$ cat src/rtl/sram_port_arbiter.sv
// Two-port arbiter in front of a single-port SRAM macro with byte write enables.
// Round-robin or fixed-priority grant; read data is routed back to the issuing port.
module sram_port_arbiter #(
  parameter int AW        = 12,
  parameter int DW        = 32,
  parameter int NB        = DW / 8,
  parameter int FixedPrio = 0
) (
  input  logic            clock,
  input  logic            reset,
  input  logic [1:0]      req_i,
  output logic [1:0]      gnt_o,
  input  logic [1:0]      we_i,
  input  logic [2*AW-1:0] addr_i,
  input  logic [2*DW-1:0] wdata_i,
  input  logic [2*DW-1:0] wmask_i,
  output logic [1:0]      rvalid_o,
  output logic [DW-1:0]   rdata_o,
  output logic [1:0]      rerror_o,
  output logic            sram_csb_o,
  output logic            sram_web_o,
  output logic [NB-1:0]   sram_wmask_o,
  output logic [AW-1:0]   sram_addr_o,
  output logic [DW-1:0]   sram_wdata_o,
  input  logic [DW-1:0]   sram_rdata_i
);

  logic          rr_ptr_q, rr_ptr_d;
  logic          rd_pending_q, rd_pending_d;
  logic          rd_owner_q, rd_owner_d;
  logic          sel;
  logic          act;
  logic          we_sel;
  logic [DW-1:0] wm_sel;
  logic [NB-1:0] be;

  always_comb begin
    sel = 1'b0;
    case (req_i)
      2'b10:   sel = 1'b1;
      2'b11:   sel = (FixedPrio != 0) ? 1'b0 : rr_ptr_q;
      default: sel = 1'b0;
    endcase
  end

  // No grant may escape while reset is held.
  assign act    = reset & (|req_i);
  assign gnt_o  = act ? (sel ? 2'b10 : 2'b01) : 2'b00;
  assign we_sel = sel ? we_i[1] : we_i[0];
  assign wm_sel = sel ? wmask_i[2*DW-1:DW] : wmask_i[DW-1:0];

  always_comb begin
    be = '0;
    for (int k = 0; k < NB; k++) begin
      be[k] = |wm_sel[8*k +: 8];
    end
  end

  assign sram_csb_o   = ~act;
  assign sram_web_o   = ~(act & we_sel);
  assign sram_wmask_o = (act & we_sel) ? be : '0;
  assign sram_addr_o  = sel ? addr_i[2*AW-1:AW] : addr_i[AW-1:0];
  assign sram_wdata_o = sel ? wdata_i[2*DW-1:DW] : wdata_i[DW-1:0];

  assign rr_ptr_d     = act ? ~sel : rr_ptr_q;
  assign rd_pending_d = act & ~we_sel;
  assign rd_owner_d   = act ? sel : rd_owner_q;

  always_ff @(posedge clock or negedge reset) begin
    if (!reset) begin
      rr_ptr_q     <= 1'b0;
      rd_pending_q <= 1'b0;
      rd_owner_q   <= 1'b0;
    end else begin
      rr_ptr_q     <= rr_ptr_d;
      rd_pending_q <= rd_pending_d;
      rd_owner_q   <= rd_owner_d;
    end
  end

  assign rvalid_o = {rd_pending_q & rd_owner_q, rd_pending_q & ~rd_owner_q};
  assign rdata_o  = sram_rdata_i;
  assign rerror_o = 2'b00;

endmodule
$ cat config.mk
export PLATFORM = sky130hd
export DESIGN_NAME = sram_port_arbiter
export DESIGN_NICKNAME = d
export VERILOG_FILES = /design/src/rtl/sram_port_arbiter.sv
export SDC_FILE = /design/constraint.sdc
export NUM_CORES = 1
export LEC_CHECK = 0
export ABC_AREA = 1
export CAP_MARGIN = 40
export CORE_AREA = 2 2 107 109
export DETAILED_ROUTE_END_ITERATION = 8
export DIE_AREA = 0 0 109 111
export PLACE_DENSITY = 0.6
export SETUP_SLACK_MARGIN = 0.5
export SYNTH_ARGS = -nofsm -noshare
export SYNTH_HDL_FRONTEND = slang
export SYNTH_SLANG_ARGS = --single-unit
export TNS_END_PERCENT = 50
$ cat constraint.sdc
create_clock -name clock -period 1.1 [get_ports clock]
set_input_delay 0.22 -clock clock [delete_from_list [all_inputs] [get_ports clock]]
set_output_delay 0.22 -clock clock [all_outputs]
set_load 0.005 [all_outputs]
* Word level (Yosys, flattened, before mapping)
Index checks and enable logic that the tools add are counted.
** Storage, ports and cells
- Flip-flop bits (word level) :: 3
- Output and inout port bits :: 88
- Logic and storage cells :: 28
** Cells by class
- Equality and inequality tests :: 2
- Muxes and demuxes :: 8
- Bitwise gates (word level) :: 10
- Reduce and logical (&&, ||, !) cells :: 5
** Operator list (number)
- $mux W32 :: 2
- $reduce_or A8 Y1 :: 4
- $mux W12 :: 1
- $and A1 B1 Y1 :: 5
- $not A1 Y1 :: 5
- $eq A2 B2 Y1 const B :: 2
- $mux W2 :: 2
- $mux W4 :: 1
- $pmux W1 S2 :: 1
- $reduce_or A2 Y1 :: 1
- $mux W1 :: 1

* Longest topological paths before layout
- Word-level depth :: 5
- Mapped depth :: 8

* Worst setup path after synthesis
Ideal clock, no wire load.
- Path kind :: reg2out
- Start :: register rr_ptr_q
- End :: output port sram_wmask_o[0]
- Arrival :: 0.921 ns
- Setup slack :: -0.041 ns
- Stages on the path, launching flop included :: 9
- Path buffers :: 1
- Path through :: dfrtp_1 > inv_1 > nand2_2 > nand2_4 > inv_2 > buf_6 > nand2_1 > nand2_1 > nor2_1
** On the way
- Longest elaborated chain between the ends :: 4
- Elaborated cells on any way between the ends :: 6
- Classes of those cells :: 4 x mux; 1 x bitwise; 1 x reduce/logical
** Ends and longest elaborated chain
- from (decl) :: RTL line 28 : logic rr_ptr_q, rr_ptr_d;
- from (signal assigned) :: RTL line 75 : rr_ptr_q <= rr_ptr_d;
- $pmux W1 S2 * :: RTL line 39 : case (req_i)
- $mux W32 or $mux W1 (tied branches) :: RTL line 50, 49
- $reduce_or A8 Y1 or $and A1 B1 Y1 (tied branches) :: RTL line 55, 61
- $mux W4 * :: RTL line 61 : assign sram_wmask_o = (act & we_sel) ? be : '0;
- to (decl) :: RTL line 22 : output logic [NB-1:0] sram_wmask_o,
Mark *: on every way between the ends. The rest lies on a longest branch, timed or not.

* Worst setup path in the final report
- Start :: register rr_ptr_q
- End :: output port sram_addr_o[8]
** On the way
- Longest elaborated chain between the ends :: 2
** Ends and longest elaborated chain
- $pmux W1 S2 :: RTL line 39
- $mux W12 :: RTL line 62 : assign sram_addr_o = sel ? addr_i[2*AW-1:AW] : addr_i[AW-1:0];
- to (decl) :: RTL line 23 : output logic [AW-1:0] sram_addr_o,
Every way passes these cells.

==> summary.md <==
| Metric | Value |
|---|---|
| Row count | 39 |
| Die area | 0.0121 sq mm |
| Slowest CP cell | dfrtp_1 |
| Core Footprint | 0.0111 sq mm |
| Clock skew | 0.000654 ns |
| Critical Path Source Type | flip-flop |
| Final setup fails | 55 |
| CTS HTree Levels | 1 |
| Most frequent cells in the layout | clkdlybuf4s50_1 (156), nand2_1 (100), nand2_2 (57) |
| WS Path Type | flip-flop to primary output |
| Main combinational cell family by area after synthesis | simple AND/OR/NAND/NOR gates |
| Initial DRC count | 41 |
| Syn Std Cell Area | 0.00128 sq mm |
| Avg Inst Size Synth | 4.69 sq um |
| Vias per Instance | 3.74 |
| Final Util | 0.353 |
| Yosys warnings | 0 |
| CTS tree | yes |
| Critical path's most frequent cell | buf_12 |
| #FFs+latches synth | 3 |
| Clk slew on worst S/H paths | 0.03 ns |
| Final ANT Viol Nets | 0 |
| Crit end category | primary output |
| Total CTS buffers | 3 |
| Total GRT Usage | 0.131 |
| Worst EP arrival | 1.55 ns |
| Worst hold path type | input port to async pin |
| Area grow syn2layout | 205% |
| Fill cells | 1,192 |
| Highest clock rate | between 500 and 600 MHz |
| Antenna diodes | 0 |
| Outcome | finished, violations left |
| WL/cell | 13.4 um |
| Clk_lat worst skew | about 0.23 ns |
| # hold bufs at CTS | 0 |
| Vias in the first global route | roughly 2.4k |
| Detailed-route DRC error count | 0 |
| Die W | between 100 and 150 um |
| Required time of the critical path | 0.88 ns |
| Layout net count | 671 |
| Largest net degree at the start of global routing | 15 |
| Power per Cell Area | 626 mW/mm^2 |
| Layout cell share with drive strength beyond 1 | 0.344 |
| Synth Area in Adders | 0 |
| CP Max Fanout | 5 |
| Total of max-cap violations | 0 |
| Clk buf depth | 2 |
| Slew Limit Fails | 0 |
| First-pass GRT wire length | 12.3 mm |
| Static leakage | 0.00186 uW |
| Seq/Total Area, Yosys | 0.0586 |
| Simple-gate area share of the yosys netlist | 0.653 |
| CTS root buf | clkbuf_16 |
| Drt pass-1 iters | 4 |
| Post-DP HPWL | 6.27 mm |
| Placed cell count | 596 |
| Die height | about 110 um |
| Crit path largest cell delay | 0.36 ns |
| Via count | ~2.3k |
| Compound-Gate Fraction of Synth Area | 0.0186 |
| VDD IR max | 0.661 mV |
| Post-synthesis mux area share | 0 |
| Total Wirelength | 8.38 mm |
| Final hold violations | 0 |
| GRT overflow | 0 |
| Critical path, cell by cell | inv_2 -> nand2_4 -> nand2_8 -> buf_12 -> buf_12 -> buf_12 -> clkbuf_16 -> nand2_2 -> nand2_1 -> buf_2 |
| Unrepaired setup endpoints after global routing | yes |
| Initial Util | 0.116 |
| Gpl congestion | 0.790 |
| # clock sinks | 3 |
| I/O Buffers | 211 |
| Fin crit share | 1.61 |
| Initial antenna violation count | 0 |
| Final cell count without fillers | 623 |
| Post-synthesis xor/xnor area fraction | 0 |
| Final setup margin | -0.666 ns |
| Yosys cell types | 17 |
| Top-level port count | 278 |
| Commonest non-fill, non-tap cell in the layout | clkdlybuf4s50_1 |
| Failing checks | negative setup slack |
| Final min period | 1.77 ns |
| Post-Syn Instances | 273 |
==> cell usage after synthesis <==
library cell | instances | area share
buf_6 | 1 | 0.0088
o21ai_0 | 1 | 0.0039
nand2_1 | 164 | 0.48
nand3b_1 | 1 | 0.0059
buf_4 | 37 | 0.22
nor2_1 | 47 | 0.14
inv_1 | 5 | 0.015
o21ai_1 | 1 | 0.0039
conb_1 | 1 | 0.0029
o21ai_2 | 1 | 0.0068
inv_2 | 1 | 0.0029
dfrtp_1 | 3 | 0.059
a21oi_1 | 1 | 0.0039
nand2_4 | 1 | 0.0088
nand2_2 | 1 | 0.0049
nand3b_4 | 1 | 0.016
buf_2 | 6 | 0.023
==> state kept, by name, summed over array words and instances (netlist names) <==
signal        cells
rd_owner_q        1
rd_pending_q      1
rr_ptr_q          1
==> kinds of logic after synthesis <==
group,Yosys count
other cells,1
buf+inv,50
flops,3
compound gates,4
simple gates,215
==> routing by layer <==
layer | wire length (um) | track usage | share of wire | up-vias
met5 | 0 | 0 | 0 | -
met1 | 3160 | 0.142 | 0.38 | 1020
met2 | 4390 | 0.241 | 0.52 | 98
met4 | 167 | 0.0402 | 0.020 | 0
met3 | 663 | 0.0388 | 0.079 | 18
li1 | - | - | - | 1192
==> path summary, 6_finish.rpt <==
path,from,endpoint,slack [ns],depth (start not counted)
setup / recovery,rr_ptr_q,sram_addr_o[8],-0.67,10
hold / removal,reset,rr_ptr_q,0.38,2
setup reg to reg,rr_ptr_q,rd_pending_q,-0.10,8
hold reg to reg,rr_ptr_q,rr_ptr_q,0.52,2
max in group asynchronous,reset,rd_owner_q,0.62,2
min in group clock,sram_rdata_i[0],rdata_o[0],0.44,0
==> worst max-delay path: cells and delay by family, from the launching register on <==
kind                   cells  cell delay (ns)
AND/OR/NAND/NOR            4             0.23
flip-flops                 1             0.36
buffers and inverters      6             0.72
==> final cells by class <==
type	instances	area (sq um)	share of cell area
sequential	3	75.1	0.0192
multi-input combinational	221	1100	0.283
timing repair buffer	246	2440	0.623
inverter	6	35.0	0.00896
tap	143	179	0.0458
clock buffer	4	78.8	0.0202
==> through the flow <==
| stage | setup slack, ns | hold slack [ns] | cell area [sq um] | total power (uW) | TNS, ns |
|---|---|---|---|---|---|
| 2_1_floorplan | -0.0401 | -0.0756 | 1290 | 601 | -0.152 |
| 3_3_place_gp | -0.987 | 0.440 | 3390 | 1560 | -47.24 |
| 3_5_place_dp | -1.00 | 0.440 | 3390 | 1570 | -47.35 |
| 4_1_cts | -0.730 | 0.375 | 3610 | 2280 | -30.60 |
| 5_1_grt | -0.744 | 0.397 | 3910 | 2610 | -35.79 |
| 6_report | -0.666 | 0.383 | 3910 | 2450 | -32.10 |
==> timing repair <==
| item | in CTS | in global routing |
|---|---|---|
| setup buffers | 10 | 5 |
| endpoints found under the hold margin | 0 | 0 |
| resized for setup | 250 | 60 |
| pin swaps | 11 | 16 |
| cloned | 6 | 2 |
| setup endpoints to repair | 57 | 57 |
==> where the power goes <==
group          switching, uW  internal, uW
Combinational            628          1100
Sequential              9.40           124
Clock                    109           479
Power figures use the tool's default switching activity.
